[config.mk]
export PLATFORM = sky130hd
export DESIGN_NAME = tap_data_path
export DESIGN_NICKNAME = d
export VERILOG_FILES = /design/src/rtl/tap_data_path.sv
export SDC_FILE = /design/constraint.sdc
export NUM_CORES = 1
export LEC_CHECK = 0
export CORE_MARGIN = 2
export CORE_UTILIZATION = 35
export DETAILED_ROUTE_END_ITERATION = 8
export GPL_TIMING_DRIVEN = 0
export PLACE_DENSITY = 0.7
export RECOVER_POWER = 50
export SETUP_SLACK_MARGIN = 0.1
export SYNTH_ARGS = -nofsm -noshare
export SYNTH_HDL_FRONTEND = slang
export SYNTH_SLANG_ARGS = --single-unit
[constraint.sdc]
create_clock -name clk -period 6.1 [get_ports clk]
set_input_delay 1.22 -clock clk [delete_from_list [all_inputs] [get_ports clk]]
set_output_delay 1.22 -clock clk [all_outputs]
set_load 0.03 [all_outputs]
[src/rtl/tap_data_path.sv]
//------------------------------------------------------------------------------
// Module      : tap_data_path
// Description : JTAG TAP instruction/data register path (IR, BYPASS, USER,
//               optional IDCODE). Define TAP_IDCODE_EN to include IDCODE.
// Revision    : 1.0 - initial release
//------------------------------------------------------------------------------
`default_nettype none

module tap_data_path #(
    parameter int          IR_W       = 4,
    parameter int          USER_W     = 8,
    parameter logic [31:0] IDCODE_VAL = 32'h1234_5001
) (
    input  logic              clk,
    input  logic              TRST,
    input  logic [3:0]        tap_state,
    input  logic              TDI,
    input  logic [USER_W-1:0] user_din,
    output logic              TDO,
    output logic              tdo_en,
    output logic [IR_W-1:0]   ir_out,
    output logic [USER_W-1:0] user_dr,
    output logic              user_update
);

    localparam logic [3:0] c_ST_TLR        = 4'd0;
    localparam logic [3:0] c_ST_CAPTURE_DR = 4'd3;
    localparam logic [3:0] c_ST_SHIFT_DR   = 4'd4;
    localparam logic [3:0] c_ST_UPDATE_DR  = 4'd8;
    localparam logic [3:0] c_ST_CAPTURE_IR = 4'd10;
    localparam logic [3:0] c_ST_SHIFT_IR   = 4'd11;
    localparam logic [3:0] c_ST_UPDATE_IR  = 4'd15;

    localparam logic [IR_W-1:0] c_OP_IDCODE  = IR_W'(1);
    localparam logic [IR_W-1:0] c_OP_USER    = IR_W'(2);
    localparam logic [IR_W-1:0] c_OP_BYPASS  = '1;
    localparam logic [IR_W-1:0] c_IR_CAPTURE = IR_W'(1);

`ifdef TAP_IDCODE_EN
    localparam logic [IR_W-1:0] c_IR_DEFAULT = c_OP_IDCODE;
`else
    localparam logic [IR_W-1:0] c_IR_DEFAULT = c_OP_BYPASS;
`endif

    // IEEE 1149.1 requires the IDCODE LSB to be 1 so it is distinguishable from BYPASS.
    if (IDCODE_VAL[0] != 1'b1) begin : g_idcode_lsb_check
        $error("IDCODE_VAL bit 0 must be 1");
    end

    logic [IR_W-1:0]   r_ir_shift;
    logic              r_bypass;
    logic [USER_W-1:0] r_user_sr;
    logic              w_sel_user;
    logic              w_sel_bypass;
    logic              w_dr_tdo;

    assign w_sel_user = (ir_out == c_OP_USER);

`ifdef TAP_IDCODE_EN
    logic [31:0] r_idcode;
    logic        w_sel_idcode;

    assign w_sel_idcode = (ir_out == c_OP_IDCODE);
    assign w_sel_bypass = !w_sel_user && !w_sel_idcode;
`else
    assign w_sel_bypass = !w_sel_user;
`endif

    always_comb begin
        w_dr_tdo = r_bypass;
        if (w_sel_user) begin
            w_dr_tdo = r_user_sr[0];
        end
`ifdef TAP_IDCODE_EN
        if (w_sel_idcode) begin
            w_dr_tdo = r_idcode[0];
        end
`endif
    end

    // Shift registers only move in Capture/Shift; every other state holds them.
    always_ff @(posedge clk or posedge TRST) begin
        if (TRST) begin
            ir_out      <= c_IR_DEFAULT;
            r_ir_shift  <= '0;
            r_bypass    <= 1'b0;
            r_user_sr   <= '0;
            user_dr     <= '0;
            user_update <= 1'b0;
`ifdef TAP_IDCODE_EN
            r_idcode    <= '0;
`endif
        end else begin
            user_update <= 1'b0;
            case (tap_state)
                c_ST_TLR:        ir_out     <= c_IR_DEFAULT;
                c_ST_CAPTURE_IR: r_ir_shift <= c_IR_CAPTURE;
                c_ST_SHIFT_IR:   r_ir_shift <= {TDI, r_ir_shift[IR_W-1:1]};
                c_ST_UPDATE_IR:  ir_out     <= r_ir_shift;
                c_ST_CAPTURE_DR: begin
                    if (w_sel_bypass) r_bypass  <= 1'b0;
                    if (w_sel_user)   r_user_sr <= user_din;
`ifdef TAP_IDCODE_EN
                    if (w_sel_idcode) r_idcode  <= IDCODE_VAL;
`endif
                end
                c_ST_SHIFT_DR: begin
                    if (w_sel_bypass) r_bypass  <= TDI;
                    if (w_sel_user)   r_user_sr <= {TDI, r_user_sr[USER_W-1:1]};
`ifdef TAP_IDCODE_EN
                    if (w_sel_idcode) r_idcode  <= {TDI, r_idcode[31:1]};
`endif
                end
                c_ST_UPDATE_DR: begin
                    if (w_sel_user) begin
                        user_dr     <= r_user_sr;
                        user_update <= 1'b1;
                    end
                end
                default: ;
            endcase
        end
    end

    // TDO changes on the falling edge so the external capture on the rising edge is safe.
    always_ff @(negedge clk or posedge TRST) begin
        if (TRST) begin
            TDO    <= 1'b0;
            tdo_en <= 1'b0;
        end else begin
            case (tap_state)
                c_ST_SHIFT_IR: begin
                    TDO    <= r_ir_shift[0];
                    tdo_en <= 1'b1;
                end
                c_ST_SHIFT_DR: begin
                    TDO    <= w_dr_tdo;
                    tdo_en <= 1'b1;
                end
                default: begin
                    TDO    <= 1'b0;
                    tdo_en <= 1'b0;
                end
            endcase
        end
    end

endmodule

`default_nettype wire

==> out/results.ini <==
[layout]
nNetsFinal=148
antenna_cells=0
regArea_um2=706
multi_input_area_um2=559
fillCellCount=334
drive_gt1_frac=0.280
area_growth_pct=31.7

[cts]
cts_tree=done
cts.sink_count=28
cts_max_path_buffers=2
numCtsBuffers=3
clock-root-buffer=clkbuf_8
post_cts_buffers=0
cts_resized=0
htree_num_levels=1
hold_buffers=0
clkTransAtPathRegs_ns=0.10
insertion_delay_ns=0.28

[synthesis]
synth_area_leaders=dfrtp_1 42%, mux2_2 14%, mux2_4 9.2%
synth_adder_area_share=0
netlist_area_um2=1300
synth_xor_area_frac=0
ys_ff_latch=28
yosysWarnings=0
synthDistinctLibCells=28
synth-simple-area-share=0.108
synth_most_common_cell=dfrtp_1
synth-async-reset-ratio=1.00
syn_inst=100
syn_area_per_cell_um2=13.0
synth_mux_area_frac=0.239
synth_edf_count=0
synth_top_area_share=0.423
ys_seq_area_frac=0.543
post-synth-top-area-cell=dfrtp_1
synth_top_family_by_area=multiplexers
synth_top_cells_by_count=22 x dfrtp_1, 16 x mux2_2, 8 x mux2_4, 8 x nand2_1, 8 x o21ai_0
synth_nets=115
synth_top_flop_cell=dfrtp_1
synth_compound_area_frac=0.0837

[worst_setup_path]
crit_start=tdo_en
r2r_end=TDO
cp_max_fo=1
worstSetupEndpoint=tdo_en
crit_family=buffers and inverters
cp_num_cells=1
r2r_setup_slack_ns=1.49
arrival_ns=4.38
start_kind=register
worstPathCellList=clkdlybuf4s50_1
slowest_stage=clkdlybuf4s50_1
cp-end-kind=output pin
crit_type=reg -> out
cp.required_ns=4.88
worst_r2r_path_depth=4
max_stage_delay_ns=0.66
reg2reg_from=ir_out[1]
critPathBufInv=1

[placed_design]
portBuffers=28
routabilityCongestion=0.816
hpwlAfterDp_um=1890

[route]
drt-vias-per-instance=4.90
dr.pass1.iters=4
drc_errors=0
via_count=882
wl_um=2480
route.antenna.remaining_nets=0
drt_iter0_markers=36
wire_per_inst_um=13.8

[pwr]
peakVddDrop_uv=94.5
p_leak_nw=0.781
power_density_nw_per_um2=235

[floorplanning]
die_area_um2=4220
initial_core_util=0.361
io-pin-count=30
core-area_um2=3610
die_x_um=64.9
die_h_um=64.9
core.rowCount=22

[global_route]
grt_first_pass_wirelength_um=4310
overflow=0
grt_max_degree=29
track_usage=0.134
antenna_found_initial=0
first_global_vias=930

[sta]
tightestPinTransition_ns=1.02
setup_viol=0
final.setup.tns_ns=0
rsz0062_at_grt=no
fin_hold_ws_ns=0.509
finalHoldViolCount=0
slew_violations=0
fin_worst_skew_ns=0.00909
max_slew_margin=0.319

[worst_hold_path]
hp-class=reg -> reg

[run_status]
outcome=finished, final reports clean

[run]
cap_violations=0

==> worst min-delay path by stage <==
stage / cells after the start / slack [ns] / start / end
after floorplan: 2 / 0.45 / r_ir_shift[3] / r_ir_shift[3]
after global placement: 2 / 0.47 / r_ir_shift[3] / r_ir_shift[3]
after detailed placement: 1 / 0.49 / r_bypass / r_bypass
after CTS: 1 / 0.51 / r_bypass / r_bypass
after global routing: 1 / 0.55 / user_dr[1] / user_dr[1]
final: 1 / 0.51 / r_bypass / r_bypass
==> routing by layer <==
| layer | GRT usage | vias to the layer above | wire length [um] |
|---|---|---|---|
| li1 | - | 424 | - |
| met1 | 0.177 | 440 | 1130 |
| met2 | 0.226 | 14 | 1270 |
| met3 | 0.0156 | 4 | 43 |
| met4 | 0.0479 | 0 | 42 |
| met5 | 0 | - | 0 |
==> registers in the layout, indices dropped and copies added (netlist names) <==
| signal | cells |
|---|---|
| user_dr | 8 |
| TDO | 1 |
| user_update | 1 |
| r_ir_shift | 4 |
| ir_out | 4 |
| tdo_en | 1 |
| r_user_sr | 8 |
| r_bypass | 1 |
==> placed cells by master (no fill, tap or decap), drive strengths merged <==
cell           instances
clkdlybuf4s50         24
mux2                  24
dfrtp                 22
nand2                  8
o21ai                  8
clkbuf                 6
nor2                   4
dlygate4sd3            4
dfstp                  4
or4b                   3
a22oi                  3
dfrtn                  2
nor2b                  2
inv                    2
buf                    2
nor4b                  1
or4bb                  1
a21oi                  1
a21bo                  1
a32o                   1
nand3b                 1
nand3                  1
nor3                   1
o221ai                 1
a31o                   1
mux2i                  1
nand4                  1
and4                   1
bufinv                 1
==> kinds of logic (layout without fill, tap and decap cells) <==
logic type	count (synthesis)	after routing
buffers and inverters	7	39
AND/OR/NAND/NOR	24	24
multiplexers	25	25
flip-flops	28	28
AO/OA/AOI/OAI	16	16
==> through the flow <==
stage	utilization	instance area [um2]	total power [mW]	std cells	setup slack (ns)
3_3_place_gp	0.455	1640	0.257	176	0.323
2_1_floorplan	-	1300	0.237	100	0.798
5_1_grt	0.475	1710	0.418	180	0.404
6_report	0.475	1710	0.402	180	0.504
3_5_place_dp	0.455	1640	0.260	176	0.311
4_1_cts	0.475	1710	0.403	180	0.498
==> cell type report <==
| cell class | count | area share |
|---|---|---|
| multi-input cells | 65 | 0.327 |
| well taps | 48 | 0.0351 |
| inverters | 2 | 0.00439 |
| plain buffers | 5 | 0.0161 |
| flip-flops and latches | 28 | 0.412 |
| repair buffers | 28 | 0.164 |
| clock buffers | 3 | 0.0241 |
| clock inverters | 1 | 0.0175 |
==> report_power, final <==
| group | switching [mW] | total [mW] | internal, mW |
|---|---|---|---|
| Clock | 0.0595 | 0.147 | 0.0879 |
| Sequential | 0.00863 | 0.207 | 0.198 |
| Combinational | 0.0231 | 0.0481 | 0.0250 |
No activity file was read; power rests on OpenSTA's default activity.
